$ cat config.mk
export PLATFORM = sky130hd
export DESIGN_NAME = multicycle_control_fsm
export DESIGN_NICKNAME = d
export VERILOG_FILES = /design/src/rtl/multicycle_control_fsm.sv
export SDC_FILE = /design/constraint.sdc
export NUM_CORES = 1
export LEC_CHECK = 0
export ABC_AREA = 1
export BUFFER_PORTS_ARGS = -buffer_cell sky130_fd_sc_hd__buf_2
export CAP_MARGIN = 10
export CORE_UTILIZATION = 50
export DETAILED_ROUTE_END_ITERATION = 10
export GPL_ROUTABILITY_DRIVEN = 0
export GPL_TIMING_DRIVEN = 0
export PLACE_DENSITY = 0.77
export RECOVER_POWER = 100
export SLEW_MARGIN = 30
export SYNTH_ARGS = -nofsm -noshare
export SYNTH_HDL_FRONTEND = slang
export SYNTH_SLANG_ARGS = --single-unit
$ cat constraint.sdc
create_clock -name clk -period 1.7 [get_ports clk]
set_clock_uncertainty 0.1 [all_clocks]
set_input_delay 0.34 -clock clk [delete_from_list [all_inputs] [get_ports clk]]
set_output_delay 0.34 -clock clk [all_outputs]
set_load 0.02 [all_outputs]
$ cat src/rtl/multicycle_control_fsm.sv
// Multi-cycle control sequencer for the 16-bit datapath: fetch handshake, decode,
// EXEC/MEM/WB stepping, memory timeout trap, debug halt and retired-instruction count.
module multicycle_control_fsm #(
  parameter int MEM_TIMEOUT = 15,
  parameter int RETIRE_W    = 16
) (
  input  logic                clk,
  input  logic                rst,
  input  logic [3:0]          opcode,
  input  logic                imem_ack,
  input  logic                dmem_ack,
  input  logic                stall_req,
  input  logic                resume,
  output logic                imem_req,
  output logic                ir_write,
  output logic                pc_en,
  output logic                jump,
  output logic                beq,
  output logic                bne,
  output logic                mem_read,
  output logic                mem_write,
  output logic                alu_src,
  output logic                reg_dst,
  output logic                mem_to_reg,
  output logic                reg_write,
  output logic [1:0]          alu_op,
  output logic [2:0]          state,
  output logic                halted,
  output logic                trap,
  output logic [RETIRE_W-1:0] retired_cnt
);

  localparam logic [2:0] S_FETCH  = 3'd0;
  localparam logic [2:0] S_DECODE = 3'd1;
  localparam logic [2:0] S_EXEC   = 3'd2;
  localparam logic [2:0] S_MEM    = 3'd3;
  localparam logic [2:0] S_WB     = 3'd4;
  localparam logic [2:0] S_HALT   = 3'd5;
  localparam logic [2:0] S_TRAP   = 3'd6;

  localparam logic [7:0] TMO_LAST = 8'(MEM_TIMEOUT - 1);

  logic [2:0]          r_state;
  logic [3:0]          r_op;
  logic [7:0]          r_tmo;
  logic [RETIRE_W-1:0] r_retired;

  logic [2:0] w_state_next;
  logic [2:0] w_boundary;
  logic       w_lw, w_sw, w_rtype, w_addi, w_beq, w_bne, w_j, w_branch;
  logic       w_ctl_active;
  logic       w_pc_en;
  logic       w_run;

  assign w_lw     = (r_op == 4'd0);
  assign w_sw     = (r_op == 4'd1);
  assign w_rtype  = (r_op >= 4'd2) && (r_op <= 4'd9);
  assign w_addi   = (r_op == 4'd10);
  assign w_beq    = (r_op == 4'd11);
  assign w_bne    = (r_op == 4'd12);
  assign w_j      = (r_op == 4'd13);
  assign w_branch = w_beq | w_bne | w_j;

  // A debug halt request diverts the return to FETCH into HALT.
  assign w_boundary = stall_req ? S_HALT : S_FETCH;

  always_comb begin
    w_state_next = r_state;
    case (r_state)
      S_FETCH: begin
        if (imem_ack)              w_state_next = S_DECODE;
        else if (r_tmo >= TMO_LAST) w_state_next = S_TRAP;
      end
      S_DECODE: begin
        if (opcode == 4'd14)      w_state_next = S_TRAP;
        else if (opcode == 4'd15) w_state_next = S_HALT;
        else                      w_state_next = S_EXEC;
      end
      S_EXEC: begin
        if (w_branch)           w_state_next = w_boundary;
        else if (w_lw || w_sw)  w_state_next = S_MEM;
        else                    w_state_next = S_WB;
      end
      S_MEM: begin
        if (dmem_ack)               w_state_next = w_lw ? S_WB : w_boundary;
        else if (r_tmo >= TMO_LAST) w_state_next = S_TRAP;
      end
      S_WB:    w_state_next = w_boundary;
      S_HALT:  if (resume) w_state_next = S_FETCH;
      S_TRAP:  w_state_next = S_TRAP;
      default: w_state_next = S_FETCH;
    endcase
  end

  assign w_pc_en = ((r_state == S_EXEC) && w_branch) ||
                   ((r_state == S_MEM) && w_sw && dmem_ack) ||
                   (r_state == S_WB);

  // The timeout counter only matters while waiting in FETCH/MEM, so any
  // state change may clear it.
  always_ff @(posedge clk) begin
    if (rst) begin
      r_state   <= S_FETCH;
      r_op      <= 4'd0;
      r_tmo     <= 8'd0;
      r_retired <= '0;
    end else begin
      r_state <= w_state_next;
      if (r_state == S_DECODE) r_op <= opcode;
      if (w_state_next != r_state)                        r_tmo <= 8'd0;
      else if ((r_state == S_FETCH) || (r_state == S_MEM)) r_tmo <= r_tmo + 8'd1;
      if (w_pc_en) r_retired <= r_retired + {{(RETIRE_W-1){1'b0}}, 1'b1};
    end
  end

  assign w_run        = ~rst;
  assign w_ctl_active = (r_state == S_EXEC) || (r_state == S_MEM) || (r_state == S_WB);

  assign imem_req   = w_run & (r_state == S_FETCH);
  assign ir_write   = w_run & (r_state == S_FETCH) & imem_ack;
  assign pc_en      = w_run & w_pc_en;
  assign jump       = w_run & (r_state == S_EXEC) & w_j;
  assign beq        = w_run & (r_state == S_EXEC) & w_beq;
  assign bne        = w_run & (r_state == S_EXEC) & w_bne;
  assign mem_read   = w_run & (r_state == S_MEM) & w_lw;
  assign mem_write  = w_run & (r_state == S_MEM) & w_sw;
  assign reg_write  = w_run & (r_state == S_WB);
  assign alu_src    = w_run & w_ctl_active & (w_lw | w_sw | w_addi);
  assign reg_dst    = w_run & w_ctl_active & w_rtype;
  assign mem_to_reg = w_run & w_ctl_active & w_lw;

  always_comb begin
    alu_op = 2'b00;
    if (w_run && w_ctl_active) begin
      if (w_lw || w_sw)         alu_op = 2'b10;
      else if (w_addi)          alu_op = 2'b11;
      else if (w_beq || w_bne)  alu_op = 2'b01;
    end
  end

  assign state       = w_run ? r_state : S_FETCH;
  assign halted      = w_run & (r_state == S_HALT);
  assign trap        = w_run & (r_state == S_TRAP);
  assign retired_cnt = w_run ? r_retired : '0;

endmodule
==> report_table.html, run 1 <==
<table>
<tr><th>Metric</th><th>Value</th></tr>
<tr><th colspan="2">Placed design</th></tr>
<tr><td>I/O Buffers</td><td>44</td></tr>
<tr><td>Placed wire-length estimate after detailed placement</td><td>3844 um</td></tr>
<tr><td>Placed cell count</td><td>433</td></tr>
<tr><td>Placed Area</td><td>2505 um2</td></tr>
<tr><td>Minimum setup slack after placement</td><td>-0.5115 ns</td></tr>
<tr><th colspan="2">Synthesis</th></tr>
<tr><td>#FFs+latches synth</td><td>31</td></tr>
<tr><td>Summed instance area of the synthesized netlist</td><td>2171 um2</td></tr>
<tr><td>Synthesized netlist net count</td><td>352</td></tr>
<tr><td>Primary flip-flop cell chosen by synthesis mapping</td><td>dfxtp_1</td></tr>
<tr><td>Share of the synthesized area in the top cell type</td><td>28.59%</td></tr>
<tr><td>Count of distinct cell types in the synthesized netlist</td><td>32</td></tr>
<tr><td>Syn Inst Count</td><td>339</td></tr>
<tr><td>Share of synthesized area occupied by flip-flops and latches</td><td>28.59%</td></tr>
<tr><td>Share of flip-flops with an asynchronous set or reset after synthesis</td><td>0%</td></tr>
<tr><td>Yosys warns</td><td>0</td></tr>
<tr><td>Number of enable flip-flop cells after synthesis</td><td>0</td></tr>
<tr><td>Post-Synthesis Mean Instance Area</td><td>6.404 um2</td></tr>
<tr><td>Ranking of synthesized cells by area</td><td>dfxtp_1 (29%), nand2_1 (12%), nor2_1 (8.8%)</td></tr>
<tr><td>Yosys top cell by area</td><td>dfxtp_1</td></tr>
<tr><th colspan="2">Layout</th></tr>
<tr><td>Final std cell area, no fill</td><td>3222 um2</td></tr>
<tr><td>Ant. Diodes</td><td>0</td></tr>
<tr><td>Fraction of final layout cells sized beyond drive strength 1</td><td>44.23%</td></tr>
<tr><td>Most common cell after layout, fill and taps aside</td><td>nand2_1</td></tr>
<tr><td>Count of non-filler cells in the finished layout</td><td>466</td></tr>
<tr><td>Commonest cells after routing, fill and taps aside</td><td>nand2_1 (59), inv_1 (43), nor2_1 (43)</td></tr>
<tr><td>Area growth from synthesis to layout</td><td>48.41%</td></tr>
<tr><td>Share of the core filled with cells in the final layout</td><td>78.84%</td></tr>
<tr><td>Number of fill cells</td><td>275</td></tr>
<tr><td>NumNets Final</td><td>429</td></tr>
<tr><th colspan="2">Power and ir drop</th></tr>
<tr><td>Leakage power</td><td>0.001457 uW</td></tr>
<tr><td>Maximum vdd drop</td><td>0.0006021 V</td></tr>
<tr><td>Clock Power Share</td><td>21.4%</td></tr>
<tr><td>Power per cell area</td><td>882.8 nW/um2</td></tr>
<tr><td>Int Pwr</td><td>1657 uW</td></tr>
<tr><td>Net Sw Frac</td><td>41.74%</td></tr>
<tr><td>Proportion of power drawn by flip-flops and latches</td><td>31.2%</td></tr>
<tr><td>Switching power</td><td>1187 uW</td></tr>
<tr><td>Combinational group share of total power</td><td>47.4%</td></tr>
<tr><th colspan="2">Drt</th></tr>
<tr><td>DR iter-0 viols</td><td>181</td></tr>
<tr><td>Number of vias after detailed routing</td><td>2517</td></tr>
<tr><td>Mean routed wirelength per cell</td><td>15.14 um</td></tr>
<tr><td>Remaining DRCs</td><td>0</td></tr>
<tr><td>Detailed-routing iteration count for the pre-antenna-repair pass</td><td>5</td></tr>
<tr><td>Routed vias/inst</td><td>5.401</td></tr>
<tr><td>Sum of routed wire length over all layers</td><td>7054 um</td></tr>
<tr><td>DRT antenna net count</td><td>0</td></tr>
<tr><th colspan="2">Setup path</th></tr>
<tr><td>Cell mode on critical path</td><td>buf_6</td></tr>
<tr><td>Endpoint of the worst register-to-register path</td><td>r_tmo[4]</td></tr>
<tr><td>Worst reg-to-reg setup slack</td><td>-0.22 ns</td></tr>
<tr><td>CP cell instances</td><td>buf_12 &gt; nor4_4 &gt; a21oi_2 &gt; inv_1 &gt; o21ai_1 &gt; inv_2 &gt; buf_6 &gt; buf_6</td></tr>
<tr><td>Count of cell instances traversed by the critical path</td><td>8</td></tr>
<tr><td>Slowest-stage cell, CP</td><td>nor4_4</td></tr>
<tr><td>Buffer and inverter count on the worst path</td><td>5</td></tr>
<tr><td>Termination of the worst setup path</td><td>alu_op[1]</td></tr>
<tr><td>Kind of end point of the critical path</td><td>output port</td></tr>
<tr><td>Delay of the slowest critical-path stage</td><td>0.34 ns</td></tr>
<tr><td>Launching instance or port of the critical path</td><td>r_state[1]</td></tr>
<tr><td>R2R depth</td><td>15</td></tr>
<tr><td>Cell type group with the largest total delay on the critical path</td><td>buffers and inverters</td></tr>
<tr><td>Critical Path AT</td><td>1.62 ns</td></tr>
<tr><td>Critical Path Source Type</td><td>flop</td></tr>
<tr><td>Worst endpoint required time</td><td>1.26 ns</td></tr>
<tr><td>Largest driver fanout on the critical path</td><td>9</td></tr>
<tr><td>Reg-to-reg critical path startpoint</td><td>r_state[2]</td></tr>
<tr><td>WS Path Type</td><td>flop to output port</td></tr>
<tr><th colspan="2">Job</th></tr>
<tr><td>MaxCap Viol Count</td><td>0</td></tr>
<tr><th colspan="2">Floorplan</th></tr>
<tr><td>Initial Utilization</td><td>53.12%</td></tr>
<tr><td>Height of the die</td><td>67.89 um</td></tr>
<tr><td>Die Outline Area</td><td>4609 um2</td></tr>
<tr><td>FP Rows</td><td>23</td></tr>
<tr><td>Die boundary width</td><td>67.89 um</td></tr>
<tr><td>Number of top-level pins</td><td>45</td></tr>
<tr><td>Core Region</td><td>4086 um2</td></tr>
<tr><th colspan="2">Status</th></tr>
<tr><td>Run status</td><td>finished, violations left</td></tr>
<tr><td>Violated checks</td><td>setup timing</td></tr>
<tr><th colspan="2">Timing</th></tr>
<tr><td>Highest attainable clock frequency</td><td>485.0 MHz</td></tr>
<tr><td>RSZ-0062 raised after global routing</td><td>true</td></tr>
<tr><td>Actual slew at the worst max-slew pin</td><td>0.3951 ns</td></tr>
<tr><td>Min Tclk post-route</td><td>2.062 ns</td></tr>
<tr><td>Part of the cycle the worst path needs</td><td>121.3%</td></tr>
<tr><td>Slew Limit Headroom</td><td>73.42%</td></tr>
<tr><td>Final Hold Viols</td><td>0</td></tr>
<tr><td>Post-layout worst setup margin</td><td>-0.3618 ns</td></tr>
<tr><td>Final-report max-slew violation count</td><td>0</td></tr>
<tr><td>Setup violation total in the final timing report</td><td>36</td></tr>
<tr><th colspan="2">Clock tree</th></tr>
<tr><td>Level count of the clock H-tree</td><td>2</td></tr>
<tr><td>Total clock sinks</td><td>31</td></tr>
<tr><td>Clock slew at reported path FFs</td><td>0.06 ns</td></tr>
<tr><td>Clock tree from TritonCTS</td><td>yes</td></tr>
<tr><td>Hold buffer count at CTS</td><td>0</td></tr>
<tr><td>Number of buffers inserted during clock tree synthesis</td><td>5</td></tr>
<tr><td>Worst-case clock buffer depth</td><td>2</td></tr>
<tr><td>Clock latency of the later-clocked register in the worst-skew pair</td><td>0.29 ns</td></tr>
<tr><td>Root cell of the clock tree</td><td>clkbuf_8</td></tr>
<tr><th colspan="2">Global routing</th></tr>
<tr><td>Remaining Overflow, GRT</td><td>0</td></tr>
<tr><td>First-pass GRT wire length</td><td>9487 um</td></tr>
<tr><td>Global Route Usage Sum</td><td>27.90%</td></tr>
<tr><td>Antenna violations before repair</td><td>0</td></tr>
<tr><td>Maximum number of pins on one net before global-route repair</td><td>11</td></tr>
<tr><td>Vias in the first global route</td><td>2173</td></tr>
<tr><th colspan="2">Hold path</th></tr>
<tr><td>Min-delay worst type</td><td>primary input to flop</td></tr>
</table>
[synth_stat cells, types with 5 or more instances]
library cell	count
a21oi_1	20
nor2_1	51
o21ai_0	9
inv_1	47
nor2_2	14
nand3_2	6
nand2_2	7
dfxtp_1	31
nand4_1	5
xor2_1	10
nor3_1	19
nand2_1	70
nand3_1	13
[metrics by stage]
| stage | power, uW | setup TNS [ns] | hold slack [ns] |
|---|---|---|---|
| floorplan | 1571 | -0.1018 | 0.3447 |
| global placement | 1734 | -8.402 | 0.3520 |
| detailed placement | 1751 | -9.168 | 0.3606 |
| CTS | 2616 | -3.372 | 0.2145 |
| global route | 2981 | -7.312 | 0.2376 |
| finish | 2844 | -5.255 | 0.2234 |
[tightest hold or removal path: stages]
cell and delay, ns:
buf_2 0.11, nand2_1 0.06, a21oi_1 0.06
[flip-flops by register name, indices dropped and copies added (netlist names)]
register   cells
r_op           4
r_retired     16
r_state        3
r_tmo          8
[repair_timing]
action                     in CTS  in global routing
setup buffers                  21                  8
pin swaps                      18                 26
setup endpoints to repair      42                 40
gates resized for setup        63                 66
cloned                          0                  0
[routing by layer]
layer  part of all wire (%)  track usage (%)  vias up
met3                    5.6            5.500       32
met5                      0                0        -
met4                    4.1            16.93        0
met1                     39            32.28     1160
met2                     51            47.15      106
li1                       -                -     1219
[layout make-up]
type	count	area, um2	share of cell area, %
Timing Repair Buffer	71	550.5	17.09
Sequential cell	31	635.6	19.73
Clock buffer	6	82.58	2.563
Tap cell	50	62.56	1.942
Multi-Input combinational cell	246	1569	48.70
Buffer	8	97.59	3.029
Clock inverter	1	5.005	0.1553
Inverter	53	219.0	6.796
[cell families (layout without fill, tap and decap cells)]
family	Yosys count	count (layout)	share of synthesized area, %
AND/OR/NAND/NOR	199	199	44.78
buffers and inverters	62	139	12.51
AO/OA/AOI/OAI	34	34	8.358
flip-flops	31	31	28.59
XOR/XNOR	10	10	4.034
adder cells (fa/ha/maj)	3	3	1.729
[how the worst min path moves through the flow]
stage	from	endpoint	slack, ns	cells past startpoint
2_1_floorplan	r_retired[15]	r_retired[15]	0.34	2
3_3_place_gp	r_retired[15]	r_retired[15]	0.35	2
3_5_place_dp	r_retired[15]	r_retired[15]	0.36	2
4_1_cts	opcode[1]	r_op[1]	0.21	3
5_1_grt	opcode[1]	r_op[1]	0.24	3
6_report	opcode[1]	r_op[1]	0.22	3
[power by group through the flow]
| stage | clock (uW) | combinational, uW | sequential [uW] |
|---|---|---|---|
| final | 608 | 1350 | 888 |
| after detailed placement | 0 | 902 | 849 |
| after CTS | 612 | 1160 | 840 |
| after floorplan | 0 | 732 | 839 |
| after global placement | 0 | 889 | 846 |
| after global routing | 640 | 1440 | 897 |
No activity file was read; power rests on OpenSTA's default activity.
==> inputs of run 2 (changes only) <==
--- a/config.mk
+++ b/config.mk
@@ -8,12 +8,13 @@
 export ABC_AREA = 1
 export BUFFER_PORTS_ARGS = -buffer_cell sky130_fd_sc_hd__buf_2
 export CAP_MARGIN = 10
-export CORE_UTILIZATION = 50
+export CORE_UTILIZATION = 45
 export DETAILED_ROUTE_END_ITERATION = 10
 export GPL_ROUTABILITY_DRIVEN = 0
 export GPL_TIMING_DRIVEN = 0
-export PLACE_DENSITY = 0.77
+export PLACE_DENSITY = 0.7
 export RECOVER_POWER = 100
+export REMOVE_ABC_BUFFERS = 1
 export SLEW_MARGIN = 30
 export SYNTH_ARGS = -nofsm -noshare
 export SYNTH_HDL_FRONTEND = slang
==> report_table.html, run 2 (synthesis gave the netlist of run 1 again) <==
<table>
<tr><th>Metric</th><th>Value</th></tr>
<tr><th colspan="2">Status</th></tr>
<tr><td>Run status</td><td>finished, violations left</td></tr>
<tr><td>Violated checks</td><td>setup timing</td></tr>
<tr><th colspan="2">Power and ir drop</th></tr>
<tr><td>Power per cell area</td><td>914.0 nW/um2 (+3.5%)</td></tr>
<tr><td>Overall power consumption</td><td>2790 uW (-1.9%)</td></tr>
<tr><td>Leakage power</td><td>0.001275 uW (-13%)</td></tr>
<tr><td>Maximum vdd drop</td><td>0.0006867 V (+14%)</td></tr>
<tr><th colspan="2">Drt</th></tr>
<tr><td>Routed vias/inst</td><td>5.213 (-3.5%)</td></tr>
<tr><td>Detailed-routing iteration count for the pre-antenna-repair pass</td><td>4 (-1)</td></tr>
<tr><td>Sum of routed wire length over all layers</td><td>6295 um (-11%)</td></tr>
<tr><td>DRT antenna net count</td><td>0 (unchanged)</td></tr>
<tr><td>Mean routed wirelength per cell</td><td>13.66 um (-9.8%)</td></tr>
<tr><td>Remaining DRCs</td><td>0 (unchanged)</td></tr>
<tr><td>Number of vias after detailed routing</td><td>2403 (-4.5%)</td></tr>
<tr><td>DR iter-0 viols</td><td>155 (-14%)</td></tr>
<tr><th colspan="2">Floorplan</th></tr>
<tr><td>Die Outline Area</td><td>5106 um2 (+11%)</td></tr>
<tr><td>Core Region</td><td>4504 um2 (+10%)</td></tr>
<tr><td>Die boundary width</td><td>71.46 um (+5.3%)</td></tr>
<tr><td>FP Rows</td><td>24 (+4.3%)</td></tr>
<tr><td>Initial Utilization</td><td>48.19% (-4.9 points)</td></tr>
<tr><td>Number of top-level pins</td><td>45 (unchanged)</td></tr>
<tr><td>Height of the die</td><td>71.46 um (+5.3%)</td></tr>
<tr><th colspan="2">Timing</th></tr>
<tr><td>Post-layout worst setup margin</td><td>-0.2057 ns (+0.1561 ns)</td></tr>
<tr><td>Setup violation total in the final timing report</td><td>25 (-31%)</td></tr>
<tr><td>Highest attainable clock frequency</td><td>524.8 MHz (+8.2%)</td></tr>
<tr><td>Final-report max-slew violation count</td><td>0 (unchanged)</td></tr>
<tr><td>Slew Limit Headroom</td><td>74.12% (+0.71 points)</td></tr>
<tr><td>Min Tclk post-route</td><td>1.906 ns (-0.1561 ns)</td></tr>
<tr><td>Final Hold Viols</td><td>0 (unchanged)</td></tr>
<tr><td>Setup Total Neg Slack</td><td>-2.799 ns (+2.456 ns)</td></tr>
<tr><td>Actual slew at the worst max-slew pin</td><td>0.3881 ns (-0.006946 ns)</td></tr>
<tr><td>Part of the cycle the worst path needs</td><td>112.1% (-9.2 points)</td></tr>
<tr><td>RSZ-0062 raised after global routing</td><td>true</td></tr>
<tr><th colspan="2">Global routing</th></tr>
<tr><td>Antenna violations before repair</td><td>0 (unchanged)</td></tr>
<tr><td>Vias in the first global route</td><td>2121 (-2.4%)</td></tr>
<tr><td>Maximum number of pins on one net before global-route repair</td><td>41 (+30)</td></tr>
<tr><td>Global Route Usage Sum</td><td>22.52% (-5.4 points)</td></tr>
<tr><td>Remaining Overflow, GRT</td><td>0 (unchanged)</td></tr>
<tr><td>First-pass GRT wire length</td><td>9142 um (-3.6%)</td></tr>
<tr><th colspan="2">Clock tree</th></tr>
<tr><td>Total clock sinks</td><td>31 (unchanged)</td></tr>
<tr><td>Number of buffers inserted during clock tree synthesis</td><td>5 (unchanged)</td></tr>
<tr><td>Clock tree from TritonCTS</td><td>yes</td></tr>
<tr><td>Clock slew at reported path FFs</td><td>0.07 ns (about the same)</td></tr>
<tr><td>Worst-case clock buffer depth</td><td>2 (unchanged)</td></tr>
<tr><td>Clock latency of the later-clocked register in the worst-skew pair</td><td>0.29 ns (about the same)</td></tr>
<tr><td>Level count of the clock H-tree</td><td>2 (unchanged)</td></tr>
<tr><td>Root cell of the clock tree</td><td>clkbuf_8</td></tr>
<tr><th colspan="2">Setup path</th></tr>
<tr><td>CP cell instances</td><td>inv_2 &gt; nand3_2 &gt; nand2_2 &gt; nand2_2 &gt; nand2_4 &gt; inv_8 &gt; nor2_4 &gt; buf_6</td></tr>
<tr><td>Delay of the slowest critical-path stage</td><td>0.35 ns (about the same)</td></tr>
<tr><td>Kind of end point of the critical path</td><td>output port</td></tr>
<tr><td>Slowest-stage cell, CP</td><td>dfxtp_2</td></tr>
<tr><td>WS Path Type</td><td>flop to output port</td></tr>
<tr><td>Cell mode on critical path</td><td>nand2_2</td></tr>
<tr><td>Critical Path AT</td><td>1.47 ns (-0.15 ns)</td></tr>
<tr><td>Worst endpoint required time</td><td>1.26 ns (about the same)</td></tr>
<tr><td>Largest driver fanout on the critical path</td><td>7 (-2)</td></tr>
<tr><td>Critical Path Source Type</td><td>flop</td></tr>
<tr><td>R2R depth</td><td>14 (-1)</td></tr>
<tr><th colspan="2">Layout</th></tr>
<tr><td>Commonest cells after routing, fill and taps aside</td><td>nand2_1 (58), inv_1 (42), nor2_1 (41)</td></tr>
<tr><td>Leading registers by flop count</td><td>r_retired x16, r_tmo x8, r_op x4</td></tr>
<tr><td>Area taken by flip-flops and latches</td><td>643.1 um2 (+1.2%)</td></tr>
<tr><td>Most common cell after layout, fill and taps aside</td><td>nand2_1</td></tr>
<tr><td>NumNets Final</td><td>422 (-1.6%)</td></tr>
<tr><td>Area growth from synthesis to layout</td><td>40.63%</td></tr>
<tr><td>Number of fill cells</td><td>368 (+34%)</td></tr>
<tr><td>Top register by number of flip-flops</td><td>r_retired</td></tr>
<tr><td>Ant. Diodes</td><td>0 (unchanged)</td></tr>
<tr><td>Count of non-filler cells in the finished layout</td><td>461 (-1.1%)</td></tr>
<tr><td>Number of flip-flops under the largest register name</td><td>16 (unchanged)</td></tr>
<tr><td>Area used by multi-input combinational logic</td><td>1544 um2 (-1.6%)</td></tr>
<tr><td>Fraction of final layout cells sized beyond drive strength 1</td><td>37.41% (-6.8 points)</td></tr>
<tr><th colspan="2">Job</th></tr>
<tr><td>MaxCap Viol Count</td><td>0 (unchanged)</td></tr>
<tr><th colspan="2">Placed design</th></tr>
<tr><td>Placed wire-length estimate after detailed placement</td><td>3518 um (-8.5%)</td></tr>
<tr><td>Placed cell count</td><td>426 (-1.6%)</td></tr>
<tr><td>I/O Buffers</td><td>44 (unchanged)</td></tr>
<tr><th colspan="2">Hold path</th></tr>
<tr><td>Min-delay worst type</td><td>primary input to flop</td></tr>
<tr><td>Hold Crit Depth</td><td>3 (unchanged)</td></tr>
</table>
run 2: final timing paths:
check	slack (ns)	to	startpoint
setup / recovery	-0.21	pc_en	r_op[1]
hold / removal	0.21	r_op[1]	opcode[1]
setup reg to reg	-0.13	r_tmo[1]	r_tmo[0]
hold reg to reg	0.36	r_retired[0]	r_retired[0]
run 2: timing repair:
item / in CTS / in global routing
buffers inserted: 19 / 12
hold buffers: 0 / 0
setup endpoints to repair: 45 / 30
resized for setup: 65 / 52
pin swaps: 20 / 21
run 2: cell type report:
cell class	instances	area share [%]
Timing Repair Buffer	72	16.11
Inverter	53	7.254
Tap cell	52	2.131
Clock inverter	1	0.1639
Sequential cell	31	21.07
Multi-Input combinational cell	246	50.57
Clock buffer	6	2.705
run 2: report_power, final:
part           total (uW)  switching, uW  leakage, uW  internal, uW
Combinational        1270            778     0.000971           488
Clock                 617            300    0.0000470           318
Sequential            908            105     0.000256           803
Total                2790           1180      0.00127          1610
run 2: worst max-delay path, delay by kind of cell, from the launching register on:
kind / cells / cell delay, ns
and+or+nand+nor: 5 / 0.53
DFF: 1 / 0.35
buffers and inverters: 3 / 0.29
run 2: layer usage:
metal	up-vias	wire [um]	global-route usage, %
li1	1204	-	-
met1	1103	2660	27.17
met2	80	3195	38.94
met3	16	290	5.345
met4	0	149	8.497
met5	-	0	0
run 2: metrics by stage:
step	util [%]	setup WS, ns	area, um2	hold slack, ns
2_1_floorplan	-	-0.6882	2103	0.3091
3_3_place_gp	53.03	-0.5364	2389	0.3560
3_5_place_dp	53.03	-0.5487	2389	0.3585
4_1_cts	62.92	-0.1958	2834	0.2196
5_1_grt	67.78	-0.2696	3053	0.2230
6_report	67.78	-0.2057	3053	0.2127
